===== config.mk =====
export PLATFORM = sky130hd
export DESIGN_NAME = board_judge
export DESIGN_NICKNAME = d
export VERILOG_FILES = /design/src/rtl/board_judge.sv
export SDC_FILE = /design/constraint.sdc
export NUM_CORES = 1
export LEC_CHECK = 0
export ABC_AREA = 1
export BUFFER_PORTS_ARGS = -buffer_cell sky130_fd_sc_hd__buf_4
export CAP_MARGIN = 10
export CORE_UTILIZATION = 46
export CTS_BUF_LIST = sky130_fd_sc_hd__clkbuf_2 sky130_fd_sc_hd__clkbuf_4 sky130_fd_sc_hd__clkbuf_8
export CTS_CLUSTER_DIAMETER = 40
export DETAILED_ROUTE_END_ITERATION = 10
export GPL_TIMING_DRIVEN = 0
export PLACE_DENSITY = 0.72
export SYNTH_ARGS = -nofsm -noshare
export SYNTH_HDL_FRONTEND = slang
export SYNTH_SLANG_ARGS = --single-unit

===== constraint.sdc =====
create_clock -name clk -period 1.38 [get_ports clk]
set_clock_uncertainty 0.15 [all_clocks]
set_input_delay 0.138 -clock clk [delete_from_list [all_inputs] [get_ports clk]]
set_output_delay 0.138 -clock clk [all_outputs]
set_load 0.02 [all_outputs]

===== src/rtl/board_judge.sv =====
`default_nettype none
// ============================================================================
// Module   : board_judge
// Brief    : 3x3 move-entry and win-detection stage feeding the game controller.
//            Optional draw detection is enabled by BOARD_JUDGE_DRAW_DETECT_EN.
// Revision : 1.0 - initial release
// ============================================================================
module board_judge #(
    parameter int FIRST_PLAYER = 0
) (
    input  logic       clk,
    input  logic       reset,
    input  logic       move_valid,
    input  logic [3:0] move_cell,
    input  logic       clear,
    output logic       move_ack,
    output logic       move_err,
    output logic       turn,
    output logic [8:0] board_p1,
    output logic [8:0] board_p2,
    output logic       p1win,
    output logic       p2win,
    output logic       draw
);

    typedef enum logic [0:0] {
        PLAY   = 1'b0,
        LOCKED = 1'b1
    } state_t;

    localparam logic c_first = (FIRST_PLAYER != 0) ? 1'b1 : 1'b0;

    // Eight winning lines of a row-major 3x3 board.
    function automatic logic f_line(input logic [8:0] b);
        return (&b[2:0]) | (&b[5:3]) | (&b[8:6]) |
               (b[0] & b[3] & b[6]) | (b[1] & b[4] & b[7]) | (b[2] & b[5] & b[8]) |
               (b[0] & b[4] & b[8]) | (b[2] & b[4] & b[6]);
    endfunction

    state_t     r_state, w_state_nx;
    logic       r_turn, w_turn_nx;
    logic [8:0] r_p1, w_p1_nx;
    logic [8:0] r_p2, w_p2_nx;
    logic       r_ack, w_ack_nx;
    logic       r_err, w_err_nx;
    logic       r_p1win, w_p1win_nx;
    logic       r_p2win, w_p2win_nx;
    logic [8:0] w_cell_bit;
    logic       w_accept;
    logic       w_win;

    assign w_cell_bit = 9'd1 << move_cell;
    assign w_accept   = (r_state == PLAY) && (move_cell <= 4'd8) &&
                        (((r_p1 | r_p2) & w_cell_bit) == 9'd0);

`ifdef BOARD_JUDGE_DRAW_DETECT_EN
    logic r_draw, w_draw_nx;
`endif

    always_comb begin
        w_state_nx = r_state;
        w_turn_nx  = r_turn;
        w_p1_nx    = r_p1;
        w_p2_nx    = r_p2;
        w_ack_nx   = 1'b0;
        w_err_nx   = 1'b0;
        w_p1win_nx = r_p1win;
        w_p2win_nx = r_p2win;
        w_win      = 1'b0;
`ifdef BOARD_JUDGE_DRAW_DETECT_EN
        w_draw_nx  = r_draw;
`endif
        if (clear) begin
            // Clear wins over a coincident move, which is silently dropped.
            w_state_nx = PLAY;
            w_turn_nx  = c_first;
            w_p1_nx    = 9'd0;
            w_p2_nx    = 9'd0;
            w_p1win_nx = 1'b0;
            w_p2win_nx = 1'b0;
`ifdef BOARD_JUDGE_DRAW_DETECT_EN
            w_draw_nx  = 1'b0;
`endif
        end else if (move_valid) begin
            if (w_accept) begin
                w_ack_nx  = 1'b1;
                w_turn_nx = ~r_turn;
                if (!r_turn) begin
                    w_p1_nx    = r_p1 | w_cell_bit;
                    w_win      = f_line(w_p1_nx);
                    w_p1win_nx = w_win;
                end else begin
                    w_p2_nx    = r_p2 | w_cell_bit;
                    w_win      = f_line(w_p2_nx);
                    w_p2win_nx = w_win;
                end
                if (w_win) begin
                    w_state_nx = LOCKED;
                end
`ifdef BOARD_JUDGE_DRAW_DETECT_EN
                if (!w_win && (&(w_p1_nx | w_p2_nx))) begin
                    w_draw_nx  = 1'b1;
                    w_state_nx = LOCKED;
                end
`endif
            end else begin
                w_err_nx = 1'b1;
            end
        end
    end

    always_ff @(posedge clk or posedge reset) begin
        if (reset) begin
            r_state <= PLAY;
            r_turn  <= c_first;
            r_p1    <= 9'd0;
            r_p2    <= 9'd0;
            r_ack   <= 1'b0;
            r_err   <= 1'b0;
            r_p1win <= 1'b0;
            r_p2win <= 1'b0;
        end else begin
            r_state <= w_state_nx;
            r_turn  <= w_turn_nx;
            r_p1    <= w_p1_nx;
            r_p2    <= w_p2_nx;
            r_ack   <= w_ack_nx;
            r_err   <= w_err_nx;
            r_p1win <= w_p1win_nx;
            r_p2win <= w_p2win_nx;
        end
    end

`ifdef BOARD_JUDGE_DRAW_DETECT_EN
    always_ff @(posedge clk or posedge reset) begin
        if (reset) begin
            r_draw <= 1'b0;
        end else begin
            r_draw <= w_draw_nx;
        end
    end
    assign draw = r_draw;
`else
    assign draw = 1'b0;
`endif

    assign move_ack = r_ack;
    assign move_err = r_err;
    assign turn     = r_turn;
    assign board_p1 = r_p1;
    assign board_p2 = r_p2;
    assign p1win    = r_p1win;
    assign p2win    = r_p2win;

endmodule
`default_nettype wire


## Word-level counts from Yosys, hierarchy flattened

Index checks and enable logic that the tools add are counted.

- Register bits after elaboration: 24
- Input bits: 8
- Logic and storage cells: 101

- $lt $le $gt $ge: 1
- Eq/ne operators: 1
- Shift operators: 1
- Multiplexer cells: 33
- Bitwise logic cells: 40
- Reduce and logical (&&, ||, !) cells: 17

Operator list:

| cell | count |
|---|---|
| two-way mux 9 bit | 8 |
| bitwise OR 9 bit | 3 |
| AND reduction 3 bit | 9 |
| two-way mux 1 bit | 25 |
| bitwise AND 1 bit | 20 |
| bitwise OR 1 bit | 14 |
| bitwise AND 9 bit | 1 |
| zero test 9 bit | 1 |
| << shifter 1 x 4 -> 9 bit, first input constant | 1 |
| nonzero test 2 bit | 4 |
| <= comparator 4 bit, second input constant | 1 |
| logical AND 1 bit | 2 |
| != test 2 bit, second input constant | 1 |
| inverter 1 bit | 2 |
| AND reduction 2 bit | 1 |

## Logic depth before layout (Yosys ltp)

Gate-level depths: netlist of run 1.

- Depth after elaboration: 18
- Depth in mapped cells: 12
- Mapped depth without buffers: 12

## Least setup slack after synthesis of run 1

No wires, ideal clock.

- Kind: reg-to-reg
- From: register r_p2[8] (netlist: board_p2[8])
- To: register r_p1win (netlist: p1win)
- Setup time: 0.116 ns
- Arrival time: 1.350 ns
- Data required time: 1.114 ns
- Setup slack: -0.235 ns
- Cell stages (with the launch flop): 10
- Buffers on the path: 1
- Path through: dfrtp_1 > nor2_1 > nand3_2 > nand2_1 > nand3b_2 > nor2_4 > nand4_2 > buf_6 > nor2_2 > nor2_2

- Longest elaborated chain between the ends: 6

Ends and longest elaborated chain:

| item | line | source |
|---|---|---|
| start, declared | 43 | `logic [8:0] r_p2, w_p2_nx;` |
| start signal, assigned | 126 | `r_p2 <= w_p2_nx;` |
| bitwise OR 9 bit | 54 | `(((r_p1 \| r_p2) & w_cell_bit) == 9'd0);` |
| bitwise AND 9 bit | 54 |  |
| zero test 9 bit | 54 |  |
| logical AND 1 bit | 53 | `assign w_accept = (r_state == PLAY) && (move_cell <= 4'd8) &&` |
| nonzero test 2 bit (no source line) | n/a |  |
| AND reduction 3 bit (no source line) | n/a |  |
| end signal, assigned | 129 | `r_p1win <= w_p1win_nx;` |
| end, declared | 46 | `logic r_p1win, w_p1win_nx;` |

No other way between the ends.
A chain may end at the register's enable or synchronous reset.

## Worst setup path after layout of run 1

- From: register r_p2[8] (netlist: board_p2[8])
- To: register r_p2[8] (netlist: board_p2[8])

- Longest elaborated chain between the ends: 6
- Elaborated cells between the ends (all ways): 11
- Those cells by class: mux (4); bitwise (3); reduce/logical (4)

Ends and longest elaborated chain:

| item | line |
|---|---|
| bitwise OR 9 bit | 54 |
| bitwise AND 9 bit | 54 |
| zero test 9 bit | 54 |
| logical AND 1 bit | 53 |
| nonzero test 2 bit (no source line) | n/a |
| AND reduction 3 bit (no source line) | n/a |

Several ways; a longest one is shown, not always the timed one. The select of a mux whose other input is x is not followed.

==> results of run 1 <==
critical path, cell delays in order, from the launching register on:
cell and delay (ns):
dfrtp_2 0.45, nor2_2 0.12, nand3_2 0.08, nand2_2 0.08, nand3b_4 0.08, nor2_4 0.16
nand2_4 0.10, nor2_8 0.13, nand2_8 0.10, a21oi_2 0.13
synth_stat cells:
cell / number / share of area
nand2_1: 95 / 0.23
inv_1: 28 / 0.068
dfrtp_1: 24 / 0.39
a21oi_2: 15 / 0.085
nand3_1: 10 / 0.032
nor2_1: 8 / 0.019
nor2_2: 6 / 0.024
a21oi_1: 4 / 0.013
inv_2: 3 / 0.0073
nor2_4: 3 / 0.022
clkbuf_1: 2 / 0.0049
nand3_2: 2 / 0.013
a21oi_4: 1 / 0.011
buf_4: 1 / 0.0049
buf_6: 1 / 0.0073
clkinv_1: 1 / 0.0024
conb_1: 1 / 0.0024
nand2_2: 1 / 0.0040
nand2_4: 1 / 0.0073
nand2_8: 1 / 0.013
nand3b_2: 1 / 0.0073
nand4_1: 1 / 0.0040
nand4_2: 1 / 0.0081
nor2_8: 1 / 0.013
o211ai_1: 1 / 0.0049
o21ai_1: 1 / 0.0032
power groups by stage:
stage	logic (µW)	clock network [µW]	registers, µW
after global placement	264	0	751
after global routing	320	555	743
after detailed placement	267	0	751
after CTS	290	526	738
final	290	514	740
after floorplan	171	0	767
path summary, 6_finish.rpt:
kind	startpoint	end	slack (ns)	cells past startpoint
min in group clk	clear	turn	0.03	6
worst max register to register	board_p2[8]	board_p2[8]	-0.27	9
worst min-delay path	reset	p2win	-0.16	2
max in group asynchronous	reset	board_p2[2]	0.64	2
worst max-delay path	board_p2[8]	board_p2[8]	-0.27	9
worst min register to register	p2win	p2win	0.34	2
flip-flops by register name, indices dropped and copies added, names as in the netlist:
signal	flops
board_p1	9
board_p2	9
move_ack	1
move_err	1
p1win	1
p2win	1
r_state	1
turn	1
layer usage:
| metal | global-route usage | vias up |
|---|---|---|
| li1 | - | 734 |
| met1 | 0.293 | 658 |
| met2 | 0.349 | 37 |
| met3 | 0.0195 | 4 |
| met4 | 0.0598 | 0 |
| met5 | 0 | - |
repair_timing:
| item | CTS | global route |
|---|---|---|
| setup endpoints to repair | 24 | 25 |
| gates resized for setup | 7 | 5 |
| hold endpoints to repair | 27 | 24 |
| pin swaps | 0 | 1 |
| setup buffers | 5 | 0 |
cells by family after synthesis:
| group | Yosys count | share of synthesized area |
|---|---|---|
| other cells | 1 | 0.00242 |
| simple gates | 131 | 0.398 |
| compound gates | 22 | 0.117 |
| buf+inv | 36 | 0.0947 |
| flops | 24 | 0.388 |
metrics by stage:
stage | setup TNS, ns | area (µm²) | hold slack (ns) | util | total power (µW)
finish | -5.21 | 1980 | -0.164 | 0.633 | 1540
global route | -6.90 | 1980 | -0.0860 | 0.633 | 1620
CTS | -5.07 | 1970 | -0.136 | 0.631 | 1550
detailed placement | -4.62 | 1840 | 0.238 | 0.589 | 1020
global placement | -4.37 | 1840 | 0.230 | 0.589 | 1010
floorplan | -3.49 | 1560 | 0.00185 | - | 938
cell type report:
| cell class | instances | area (µm²) |
|---|---|---|
| multi-input combinational | 154 | 825 |
| buffer | 4 | 26.3 |
| fill | 289 | 1150 |
| clock buffer | 3 | 22.5 |
| sequential | 24 | 616 |
| tap | 44 | 55.1 |
| timing repair buffer | 37 | 287 |
| inverter | 32 | 120 |
| clock inverter | 1 | 30.0 |
==> run summary, run 1 <==
layout cells sized above 1: 0.408
1st-iter DRT viols: 60
worst setup margin: -0.270 ns
Syn. warnings: 0
synthesized cell area: 1550 µm²
die width: 60.0 µm
CTS root buf: clkbuf_4
internal power: 1120 µW
CTS Sinks: 24
Hold Fails Final Rpt: 24
Via Count: 1433
vias per cell: 4.79
Worst-path clk slew: 0.14 ns
met3 WL: 137 µm
WS Path Type: register to register
Vert. Die Dim: 60.0 µm
outcome: finished, violations left
VDD IR-drop max: 0.445 mV
Peak Freq: 606 MHz
worst-margin pin slew: 0.882 ns
Core ar.: 3130 µm²
fin cells: 299
initial core utilization: 0.494
Cell variety after synth: 26
grt total ovfl: 0
global-route wire length before repair: 5.53 mm
Worst-Skew Late Latency: 0.32 ns
min Tclk post-route: 1.65 ns
drc violations: 0
number of global-route vias before repair: 1293
diode count: 0
largest net degree at the start of global routing: 25
Layout Nets: 264
Synth Instances: 214
Routed WL per cell: 11.5 µm
Critical Path AT: 1.75 ns
Final ANT Viol Nets: 0
Comb power frac: 0.188
placed insts: 288
post-synthesis sequential area ratio: 0.388
RSZ-0062 raised after global routing: true
commonest non-fill, non-tap cell in the layout: nand2_1
Req. time, crit path: 1.48 ns
standard-cell rows: 20
endpoints failing setup: 24
Pleak: 0.00104 µW
worst hold path type: input pin to async pin
Layout area overhead: 28.1%
syn avg cell area: 7.23 µm²
Worst Setup Start Kind: register
DR top layer: met4
P_sw: 423 µW
Top Ports: 32
Sequential Power Share: 0.479
Die Area: 3600 µm²
Seq cells post-synth: 24
final wirelength: 3.42 mm
max-slew violations: 0
DP Worst Slack: -0.256 ns
violated checks: negative hold slack, negative setup slack
max_cap viols: 0
final RePlAce weighted congestion: 0.848
clock share of power: 0.333
Relative slew margins: 0.411
TritonCTS clock tree: done
Worst Hold Margin: -0.164 ns
crit-path max FO: 9
Critical Path End Type: register
final period utilization: 1.20
commonest non-fill, non-tap cells in the layout: 93 x nand2_1, 35 x buf_4, 18 x inv_1
total CTS buffers: 3
initial antenna violation count: 0
Net Count, Synth: 222
Port Buffers: 30
post-DP HPWL: 2.59 mm
clock buffer depth: 2
switch share: 0.274
met2 routed WL: 1.63 mm
Metal-1 WL: 1.62 mm
drt pass-1 iters: 5
Tot GR Track Use: 0.211
pwr/cell area: 780 nW/µm²
Hold-fix buffers, CTS: 2
H-tree depth: 1
Power figures use the tool's default switching activity.
==> run 2: changes to the inputs <==
ABC_AREA = default   (was 1)
==> run 2 against run 1 <==
  * Cell count shrank 14%
  * Clock power is essentially flat
  * Critical path depth shrank 2
  * Final area grew 3.9%
  * Global-route usage grew 4.8 points
  * The flow still finishes with violations (negative hold slack, negative setup slack)
  * Sequential power shrank 2%
==> run summary, run 2 <==
outcome: finished, violations left
violated checks: negative hold slack, negative setup slack
VDD IR-drop max: 0.542 mV
worst setup margin: -0.923 ns
total CTS buffers: 3
Setup TNS Final: -20.27 ns
Cell variety after synth: 42
minimum setup slack among reg-to-reg paths: -0.92 ns
Layout Nets: 224
Via Count: 1548
die width: 58.1 µm
Routed WL per cell: 16.8 µm
commonest non-fill, non-tap cell in the layout: buf_4
initial core utilization: 0.503
Worst Hold Margin: -0.160 ns
final RePlAce weighted congestion: 0.969
RSZ-0062 raised after global routing: true
worst-margin pin slew: 1.15 ns
crit-path max FO: 8
Final ANT Viol Nets: 0
Port Buffers: 29
Hold-fix buffers, CTS: 2
Synth Instances: 166
worst hold path type: input pin to async pin
WS Path Type: register to register
Top Ports: 32
Vert. Die Dim: 58.1 µm
1st-iter DRT viols: 148
Layout area overhead: 42.2%
Req. time, crit path: 1.48 ns
placed insts: 237
CTS Sinks: 24
Post-synth top cells: 28 x nor2_1, 24 x dfrtp_1, 21 x a21oi_1
largest net degree at the start of global routing: 25
Seq cells post-synth: 24
grt total ovfl: 0
final core utilization: 0.716
Critical Path End Type: register
post-DP HPWL: 2.85 mm
vias per cell: 6.02
H-tree depth: 1
endpoints failing setup: 24
Worst Setup Start Kind: register
syn avg cell area: 8.72 µm²
DP Worst Slack: -1.30 ns
number of global-route vias before repair: 1393
TritonCTS clock tree: done
max_cap viols: 0
Worst-path clk slew: 0.14 ns
Main synth FF type: dfrtp_1
Syn. warnings: 0
Area contributors post-synth: dfrtp_1 41%, a21oi_1 7.3%, nor2_1 7.3%, o21ai_0 5.5%, a31oi_1 2.6%
max-slew violations: 0
Worst-Skew Late Latency: 0.32 ns
Net Count, Synth: 174
reg2reg path depth: 7
Design Power: 1490 µW
Peak Freq: 434 MHz
commonest non-fill, non-tap cells in the layout: 38 x buf_4, 27 x nor2_1, 17 x dfrtp_1
largest area contributor in the netlist: dfrtp_1
Tot GR Track Use: 0.259
initial antenna violation count: 0
final period utilization: 1.67
standard-cell rows: 19
pwr/cell area: 722 nW/µm²
fin cells: 257
Die Area: 3380 µm²
Synth async-reset ratio: 1.00
Post-synth EDFFs: 0
drt pass-1 iters: 4
diode count: 0
final wirelength: 4.32 mm
min Tclk post-route: 2.30 ns
global-route wire length before repair: 6.69 mm
Pleak: 0.000901 µW
synthesized cell area: 1450 µm²
Core ar.: 2880 µm²
clock buffer depth: 2
FF-to-FF Start: board_p2[5]
CTS root buf: clkbuf_4
post-synthesis sequential area ratio: 0.415
drc violations: 0
Critical Path AT: 2.40 ns
reg2reg end: board_p1[1]
Hold Fails Final Rpt: 24
layout cells sized above 1: 0.414
count leader, synth: nor2_1
Relative slew margins: 0.220
Synth top area share: 0.415
-- run 2: cells by family after synthesis --
logic type             share of synthesized area
multiplexers                              0.0285
AND/OR/NAND/NOR                            0.262
buffers and inverters                     0.0398
AO/OA/AOI/OAI                              0.246
other                                    0.00259
XOR/XNOR                                 0.00605
flip-flops                                 0.415
-- run 2: per-stage QoR --
step	hold WS, ns	instance area (µm²)
after global placement	0.187	1730
after detailed placement	0.194	1730
after global routing	-0.0923	2060
final	-0.160	2060
after CTS	-0.127	1900
after floorplan	0.00248	1460
-- run 2: layout make-up --
type,count,area (µm²)
multi-input cells,129,913
flip-flops and latches,24,609
clock inverters,1,30.0
clock buffers,3,22.5
plain buffers,10,53.8
fillers,220,818
inverters,3,11.3
repair buffers,45,365
well taps,42,52.6
-- run 2: where the power goes --
group / leakage (µW) / internal, µW / switching [µW]
logic: 0.000552 / 104 / 141
clock network: 0.0000279 / 294 / 222
registers: 0.000321 / 713 / 12.9
-- run 2: worst max-delay path: stages, from the launching register on --
cell and delay [ns]:
dfrtp_2 0.46, or2_2 0.28, a22o_1 0.28, a2111o_1 0.42
nor4_4 0.25, buf_6 0.20, a21oi_2 0.06, nor2_1 0.14
-- run 2: metal layers --
layer	track usage	part of all wire	vias up
met4	0.0986	0.016	0
met1	0.379	0.43	749
li1	-	-	714
met3	0.0379	0.076	11
met5	0	0	-
met2	0.389	0.47	74
-- run 2: how the worst max path moves through the flow --
stage,depth (start not counted),endpoint,slack [ns],start
2_1_floorplan,5,r_state,-0.96,board_p2[8]
3_3_place_gp,9,board_p2[4],-1.27,move_cell[1]
3_5_place_dp,9,board_p2[6],-1.30,move_cell[1]
4_1_cts,6,board_p1[1],-1.01,board_p1[8]
5_1_grt,7,board_p1[1],-0.98,board_p2[5]
6_report,7,board_p1[1],-0.92,board_p2[5]
-- run 2: repair_timing --
item,in CTS,in global routing
setup endpoints to repair,24,27
pin swaps,12,19
cloned,0,0
resized for setup,8,29
hold endpoints to repair,28,24
buffers inserted,9,6
==> run 3: changes to the inputs <==
CORE_UTILIZATION = 41   (was 46)
PLACE_DENSITY = 0.66   (was 0.72)
SLEW_MARGIN = 20   (was default)
==> run 3 against run 2 <==
  * The flow still finishes with violations (negative hold slack, negative setup slack)
  * Cell count is 0.78% higher
  * Die area is 12% higher
  * Total power hardly changed
  * Sequential share of layout area is 0.80 points higher
  * Sequential power hardly changed
  * Count of clock-buffer cells in the layout stayed put
  * Maximum frequency is 0.68% lower
  * Critical endpoint is now r_state
  * Highest routed layer unchanged
==> run summary, run 3 (same netlist as run 2, synthesis figures left out) <==
outcome: finished, violations left
violated checks: negative hold slack, negative setup slack
global-route wire length before repair: 6.87 mm
Setup TNS Final: -20.14 ns
Die Area: 3770 µm²
Comb power frac: 0.158
initial antenna violation count: 0
Critical Path AT: 2.42 ns
clock buffer depth: 2
1st-iter DRT viols: 129
Worst Hold Margin: -0.144 ns
pwr/cell area: 745 nW/µm²
Worst path max stage delay: 0.45 ns
Core ar.: 3360 µm²
Sequential Power Share: 0.488
Critical Path End Type: register
Routed WL per cell: 16.8 µm
drc violations: 0
internal power: 1110 µW
Hold-fix buffers, CTS: 2
RSZ-0062 raised after global routing: true
worst hold path type: input pin to async pin
drt pass-1 iters: 4
TritonCTS clock tree: done
Hold Fails Final Rpt: 24
standard-cell rows: 21
CTS Sinks: 24
Critical Path End: r_state
post-DP HPWL: 2.88 mm
FF-to-FF Start: board_p2[5]
number of global-route vias before repair: 1433
reg2reg path depth: 7
Layout area overhead: 37.9%
vias per cell: 6.05
crit-path cells: or2_2 > a22o_1 > a2111o_1 > nor4_4 > buf_4 > o41ai_2 > a31oi_1
max-slew violations: 0
final wirelength: 4.36 mm
die width: 61.4 µm
Tot GR Track Use: 0.252
Peak Freq: 431 MHz
CP Launch Point: board_p2[5]
CTS root buf: clkbuf_4
Worst-Skew Late Latency: 0.33 ns
final period utilization: 1.68
reg2reg end: r_state
initial core utilization: 0.430
Relative slew margins: 0.190
Final ANT Viol Nets: 0
Pleak: 0.000885 µW
diode count: 0
max_cap viols: 0
Crit-path slowest cell: dfrtp_2
fillers: 315
Worst Setup Start Kind: register
switch share: 0.257
largest net degree at the start of global routing: 25
Crit. path cell count: 7
minimum setup slack among reg-to-reg paths: -0.94 ns
WS Path Type: register to register
Top Ports: 32
Port Buffers: 29
layout cells sized above 1: 0.366
clock share of power: 0.353
P_sw: 382 µW
commonest non-fill, non-tap cell in the layout: buf_4
Worst-path clk slew: 0.14 ns
commonest non-fill, non-tap cells in the layout: 38 x buf_4, 28 x nor2_1, 19 x dfrtp_1
Req. time, crit path: 1.48 ns
worst setup margin: -0.938 ns
endpoints failing setup: 26
final RePlAce weighted congestion: 0.915
H-tree depth: 1
Buf+Inv Stages, Crit Path: 1
min Tclk post-route: 2.32 ns
DP Worst Slack: -1.34 ns
total CTS buffers: 3
worst-margin pin slew: 1.20 ns
VDD IR-drop max: 0.705 mV
Largest delay share family, worst path: compound AO/OA/AOI/OAI gates
crit-path max FO: 3
Via Count: 1566
Layout Nets: 222
Vert. Die Dim: 61.4 µm
grt total ovfl: 0
## run 3: worst min-delay path by stage
| stage | cells past startpoint | to | slack [ns] | from |
|---|---|---|---|---|
| global placement | 2 | r_state | 0.19 | clear |
| detailed placement | 2 | p1win | 0.19 | clear |
| global route | 2 | board_p1[5] | -0.06 | reset |
| floorplan | 1 | board_p1[0] | 0.002 | reset |
| CTS | 2 | board_p2[4] | -0.11 | reset |
| finish | 2 | board_p1[5] | -0.14 | reset |
## run 3: power groups by stage
stage                     clock network [µW]  logic [µW]  registers [µW]
after floorplan                            0         103             750
after global placement                     0         179             740
after detailed placement                   0         184             740
after CTS                                532         203             726
after global routing                     550         255             728
final                                    526         236             726
## run 3: final cells by class
type | instances | area [µm²] | area share
plain buffers | 10 | 50.0 | 0.0251
clock buffers | 3 | 22.5 | 0.0113
clock inverters | 1 | 30.0 | 0.0150
inverters | 3 | 11.3 | 0.00564
multi-input cells | 129 | 877 | 0.439
flip-flops and latches | 24 | 607 | 0.304
well taps | 46 | 57.6 | 0.0288
repair buffers | 43 | 340 | 0.171
## run 3: timing repair
action	4_1_cts	5_1_grt
cloned	0	1
setup buffers	7	4
gates resized for setup	5	16
endpoints found under the hold margin	29	24
pin swaps	9	11
setup endpoints to repair	24	25
## run 3: routing by layer
| metal | track usage | vias up | share of wire |
|---|---|---|---|
| met4 | 0.121 | 0 | 0.022 |
| met5 | 0 | - | 0 |
| met1 | 0.367 | 765 | 0.43 |
| li1 | - | 708 | - |
| met2 | 0.370 | 80 | 0.46 |
| met3 | 0.0315 | 13 | 0.088 |
## run 3: per-stage QoR
| step | total power [µW] | util | area (µm²) | std cells |
|---|---|---|---|---|
| final | 1490 | 0.593 | 2000 | 259 |
| after global routing | 1530 | 0.593 | 2000 | 259 |
| after CTS | 1460 | 0.558 | 1880 | 254 |
| after detailed placement | 925 | 0.518 | 1740 | 241 |
| after global placement | 919 | 0.516 | 1740 | 241 |
| after floorplan | 853 | - | 1460 | 166 |
